<file path="config.mk">
export PLATFORM = sky130hd
export DESIGN_NAME = uart_rx_axis_packer
export DESIGN_NICKNAME = d
export VERILOG_FILES = /design/src/rtl/uart_rx_axis_packer.sv
export SDC_FILE = /design/constraint.sdc
export NUM_CORES = 1
export LEC_CHECK = 0
export ABC_AREA = 1
export CAP_MARGIN = 20
export CORE_ASPECT_RATIO = 1.1
export CORE_MARGIN = 4
export CORE_UTILIZATION = 23
export CTS_CLUSTER_SIZE = 40
export DETAILED_ROUTE_END_ITERATION = 8
export REMOVE_ABC_BUFFERS = 1
export SYNTH_ARGS = -nofsm -noshare
export SYNTH_HDL_FRONTEND = slang
export SYNTH_SLANG_ARGS = --single-unit
</file>
<file path="constraint.sdc">
create_clock -name clk -period 2.9 [get_ports clk]
set_input_delay 0.435 -clock clk [delete_from_list [all_inputs] [get_ports clk]]
set_output_delay 0.435 -clock clk [all_outputs]
set_load 0.05 [all_outputs]
</file>
<file path="src/rtl/uart_rx_axis_packer.sv">
// rtl/uart_rx_axis_packer.sv - UART byte FIFO with AXI-Stream packetised output
//
// Buffers bytes from a UART receiver in a first-word-fall-through FIFO. The
// FIFO output is presented as an AXI-Stream master, and tlast marks every
// PKT_LEN-th beat. A byte that arrives while the FIFO is full is dropped.
// A drop sets a sticky flag and increments a saturating counter.
//
// Ports:
//   clk, rst         clock (rising edge); asynchronous active-high reset
//   in_data/in_valid received byte and its one-cycle strobe (no backpressure)
//   m_axis_*         stream output: tdata, tvalid, tready, tlast
//   fill_level       current FIFO occupancy, 0..DEPTH
//   overflow         sticky flag: at least one byte dropped
//   drop_count       dropped-byte count, saturates at 255
//   clear_overflow   one-cycle clear of overflow and drop_count

module uart_rx_axis_packer #(
    parameter int DATA_BITS = 8,
    parameter int DEPTH     = 16,
    parameter int PKT_LEN   = 4
) (
    input  logic                     clk,
    input  logic                     rst,
    input  logic [DATA_BITS-1:0]     in_data,
    input  logic                     in_valid,
    output logic [DATA_BITS-1:0]     m_axis_tdata,
    output logic                     m_axis_tvalid,
    input  logic                     m_axis_tready,
    output logic                     m_axis_tlast,
    output logic [$clog2(DEPTH):0]   fill_level,
    output logic                     overflow,
    output logic [7:0]               drop_count,
    input  logic                     clear_overflow
);

    localparam int AW = $clog2(DEPTH);
    localparam int BW = (PKT_LEN > 1) ? $clog2(PKT_LEN) : 1;

    logic [DATA_BITS-1:0] mem [DEPTH];
    logic [AW:0]          wr_ptr;
    logic [AW:0]          rd_ptr;
    logic [BW-1:0]        beat_cnt;

    logic empty;
    logic full;
    logic push;
    logic pop;
    logic drop;
    logic last_beat;

    // Each pointer has one extra wrap bit. When the pointers are equal, the FIFO is empty.
    // When the indices match and the wrap bits differ, the FIFO is full.
    assign empty = (wr_ptr == rd_ptr);
    assign full  = (wr_ptr[AW] != rd_ptr[AW]) && (wr_ptr[AW-1:0] == rd_ptr[AW-1:0]);

    assign pop  = !empty && m_axis_tready;
    // If a pop frees a slot in the same cycle, a push into a full FIFO is still accepted.
    assign push = in_valid && (!full || pop);
    assign drop = in_valid && full && !pop;

    assign last_beat = (beat_cnt == BW'(PKT_LEN - 1));

    assign m_axis_tvalid = !empty;
    assign m_axis_tdata  = mem[rd_ptr[AW-1:0]];
    assign m_axis_tlast  = m_axis_tvalid && last_beat;
    assign fill_level    = wr_ptr - rd_ptr;

    // The storage array has no reset. Entries are only observable between the pointers.
    always_ff @(posedge clk) begin
        if (push) begin
            mem[wr_ptr[AW-1:0]] <= in_data;
        end
    end

    always_ff @(posedge clk or posedge rst) begin
        if (rst) begin
            wr_ptr   <= '0;
            rd_ptr   <= '0;
            beat_cnt <= '0;
        end else begin
            if (push) begin
                wr_ptr <= wr_ptr + 1'b1;
            end
            if (pop) begin
                rd_ptr <= rd_ptr + 1'b1;
                if (last_beat) begin
                    beat_cnt <= '0;
                end else begin
                    beat_cnt <= beat_cnt + 1'b1;
                end
            end
        end
    end

    // If a clear and a drop happen in the same cycle, the drop wins.
    // The result is a fresh count of one.
    always_ff @(posedge clk or posedge rst) begin
        if (rst) begin
            overflow   <= 1'b0;
            drop_count <= 8'd0;
        end else if (clear_overflow) begin
            overflow   <= drop;
            drop_count <= drop ? 8'd1 : 8'd0;
        end else if (drop) begin
            overflow <= 1'b1;
            if (drop_count != 8'hFF) begin
                drop_count <= drop_count + 8'd1;
            end
        end
    end

endmodule

</file>
==> results of run 1 <==
cells in the final DEF (no fill, tap or decap), types with 14 or more instances in the layout:
cell and n:
inv_1 32, o21ai_0 41, edfxtp_1 128, clkbuf_16 19, buf_4 28, nor2_1 90
buf_12 14, dfrtp_1 20, clkdlybuf4s50_1 22, nand3_1 34, nand2_1 249
synth_stat cells (all sizes together):
cell	count	area [µm²]
nand3	36	205
nand2	258	1000
dfrtp	21	526
a21boi	1	7.51
a21oi	4	23.8
xnor2	1	8.76
edfxtp	128	3840
xor2	8	70.1
fa	1	20.0
o21ai	48	244
o21bai	1	7.51
clkbuf	4	15.0
buf	22	151
nor3	1	5.00
nor2	92	360
nand3b	1	7.51
inv	38	143
ha	11	138
cells by family (layout without fill, tap and decap cells):
family / Yosys count / count (layout) / share of synthesized area, %
AO/OA/AOI/OAI: 54 / 54 / 4.17
XOR/XNOR: 9 / 9 / 1.16
adder cells (fa/ha/maj): 12 / 12 / 2.33
buffers and inverters: 64 / 134 / 4.56
flip-flops: 149 / 149 / 64.5
AND/OR/NAND/NOR: 388 / 388 / 23.3
critical path: cells and delay by family (launching register included):
kind / cells / cell delay [ps]
AO/OA/AOI/OAI: 1 / 90
AND/OR/NAND/NOR: 5 / 570
flip-flops: 1 / 390
buffers and inverters: 2 / 700
metal layers:
metal	wire, µm	track usage (%)	vias up	part of all wire [%]
met3	608	2.45	30	3.9
met2	7730	16.2	98	50
met5	0	0	-	0
li1	-	-	2331	-
met1	6730	12.2	2192	43
met4	435	4.39	0	2.8
metrics by stage:
step	hold WS, ps	util, %	setup slack, ps	setup TNS (ps)
after floorplan	412	-	-523	-3140
after global placement	467	27.0	643	0
after detailed placement	472	27.0	652	0
after CTS	493	29.0	195	0
after global routing	526	29.0	6.85	0
final	483	29.0	220	0
area by class of cell:
class / count / share of cell area, %
Clock buffer: 27 / 6.75
Inverter: 38 / 1.70
Multi-Input combinational cell: 463 / 25.0
Sequential cell: 149 / 52.2
Timing Repair Buffer: 64 / 8.48
Clock inverter: 5 / 0.373
Tap cell: 368 / 5.50
sequential cells by signal, summed over array words and instances, names as in the netlist:
signal      count
wr_ptr          5
rd_ptr          5
drop_count      8
beat_cnt        2
overflow        1
mem           128
how the worst min path moves through the flow:
stage | from | endpoint | slack [ps] | cells after the start
after global routing | beat_cnt[1] | beat_cnt[1] | 530 | 2
after detailed placement | overflow | overflow | 470 | 2
final | rst | drop_count[1] | 480 | 2
after CTS | beat_cnt[1] | beat_cnt[1] | 490 | 2
after global placement | beat_cnt[1] | beat_cnt[1] | 470 | 2
after floorplan | rst | beat_cnt[0] | 410 | 1
power by group:
part,switching (W),total [W],internal (W)
combinational,0.00286,0.00456,0.00170
sequential,0.000119,0.00271,0.00259
clock,0.000825,0.00216,0.00133
==> results by group, run 1 <==
Routing
  • WL final: 15.5 mm
  • DR vias: 4651
  • Avg WL per Cell: 13.9 µm
  • DR iter-0 viols: 403
  • Pre-antenna DRT Iters: 5
  • DR vias/cell: 4.18
  • Final antenna-violating net count: 0
  • DRC Markers: 0

Critical path
  • Reg2reg end: mem[1][7]
  • Slowest-stage cell, CP: buf_4
  • Crit. Startpoint: rd_ptr[0]
  • Reg2reg start: rd_ptr[2]
  • Crit path cell chain: buf_4 > nor2_1 > nor2_1 > o21ai_0 > nand3_1 > nand3_1 > nand2_1 > buf_12
  • R2r setup slk: 780 ps
  • Arrival time at the worst endpoint: 2250 ps
  • WS Path Type: reg2out
  • Startpoint types: flip-flop
  • Crit end category: primary output
  • Worst endpoint required time: 2470 ps
  • Crit path to: m_axis_tdata[5]
  • Worst-path fanout max: 66
  • Reg2Reg Depth: 8
  • Max incr delay on CP: 550 ps

Placed design
  • Hpwl dp: 10.1 mm
  • Placer congestion estimate: 0.809
  • Port Buffers: 36
  • DP Area: 7780 µm²
  • Inst Count DP: 1082

Synthesis
  • Yosys reg bits: 149
  • Synth Warn #: 0
  • Sequential share of the synthesized area: 64.5%
  • Cell Area, Synth: 6780 µm²
  • Avg Cell Area, Syn: 10.0 µm²
  • Cells after synthesis: 676
  • Synth cell types: 30

Die
  • Row cnt: 65
  • Die ar.: 32300 µm²
  • Initial Util: 23.5%
  • Core area: 28900 µm²
  • Die Span Y: 188 µm
  • Die Width: 172 µm
  • Io pins: 37

Timing
  • Final period util: 92.4%
  • Max_slew headroom: 43.2%
  • Crit path time final: 2680 ps
  • Worst-margin pin slew: 851 ps
  • Fmax: 373 MHz
  • Clock Skews: 11.2 ps
  • Final Slew Violations: 0
  • Final Hold Violating Endpoints: 0
  • # setup viols final: 0
  • RSZ-0062 raised after global routing: false

Global routing
  • Total grt overflow: 0
  • Largest net degree at the start of global routing: 67
  • Initial antenna violation count: 0
  • Vias in the first global route: 4634
  • Total track usage: 9.88%
  • First-pass GRT wire length: 24.6 mm

Clocking
  • Clock root buffer: clkbuf_16
  • Post-CTS Hold Fix Bufs: 0
  • Clk sinks: 149
  • Worst-path clk slew: 60 ps
  • Post-CTS setup buffer count: 0
  • Clock buffer depth: 2
  • H-tree Lvls: 4
  • Clk Latency, worst-skew pair: 430 ps
  • Post-CTS Resized: 0
  • CTS buffer count: 17
  • CTS tree: built

Worst hold path
  • Type of the tightest min-delay check: in2async

Pwr
  • Pleak: 3.32 nW
  • Final Power: 0.00943 W
  • Worst VDD drop: 1.84 mV
  • Power per cell area: 1130 nW/µm²

Finish
  • # fillers: 2915
  • Multi-input gate area: 2100 µm²
  • Design area: 8380 µm²
  • Fraction of layout cells with a size suffix above 1: 12.6%
  • Register area: 4370 µm²
  • Final net count: 758
  • Cell Count, Final, Fillers Out: 1114
  • Antenna cell count: 0
  • Area Growth Syn to Fin: 23.7%

Outcome
  • Status: finished clean

Job
  • Maxcap violations: 0
Power figures use the tool's default switching activity.
==> run 2, diff against run 1 <==
--- a/config.mk
+++ b/config.mk
@@ -13,6 +13,7 @@
 export CTS_CLUSTER_SIZE = 40
 export DETAILED_ROUTE_END_ITERATION = 8
 export REMOVE_ABC_BUFFERS = 1
+export SLEW_MARGIN = 20
 export SYNTH_ARGS = -nofsm -noshare
 export SYNTH_HDL_FRONTEND = slang
 export SYNTH_SLANG_ARGS = --single-unit
==> results of run 2 <==
No change in the layout: final DEF, timing and power equal those of run 1.
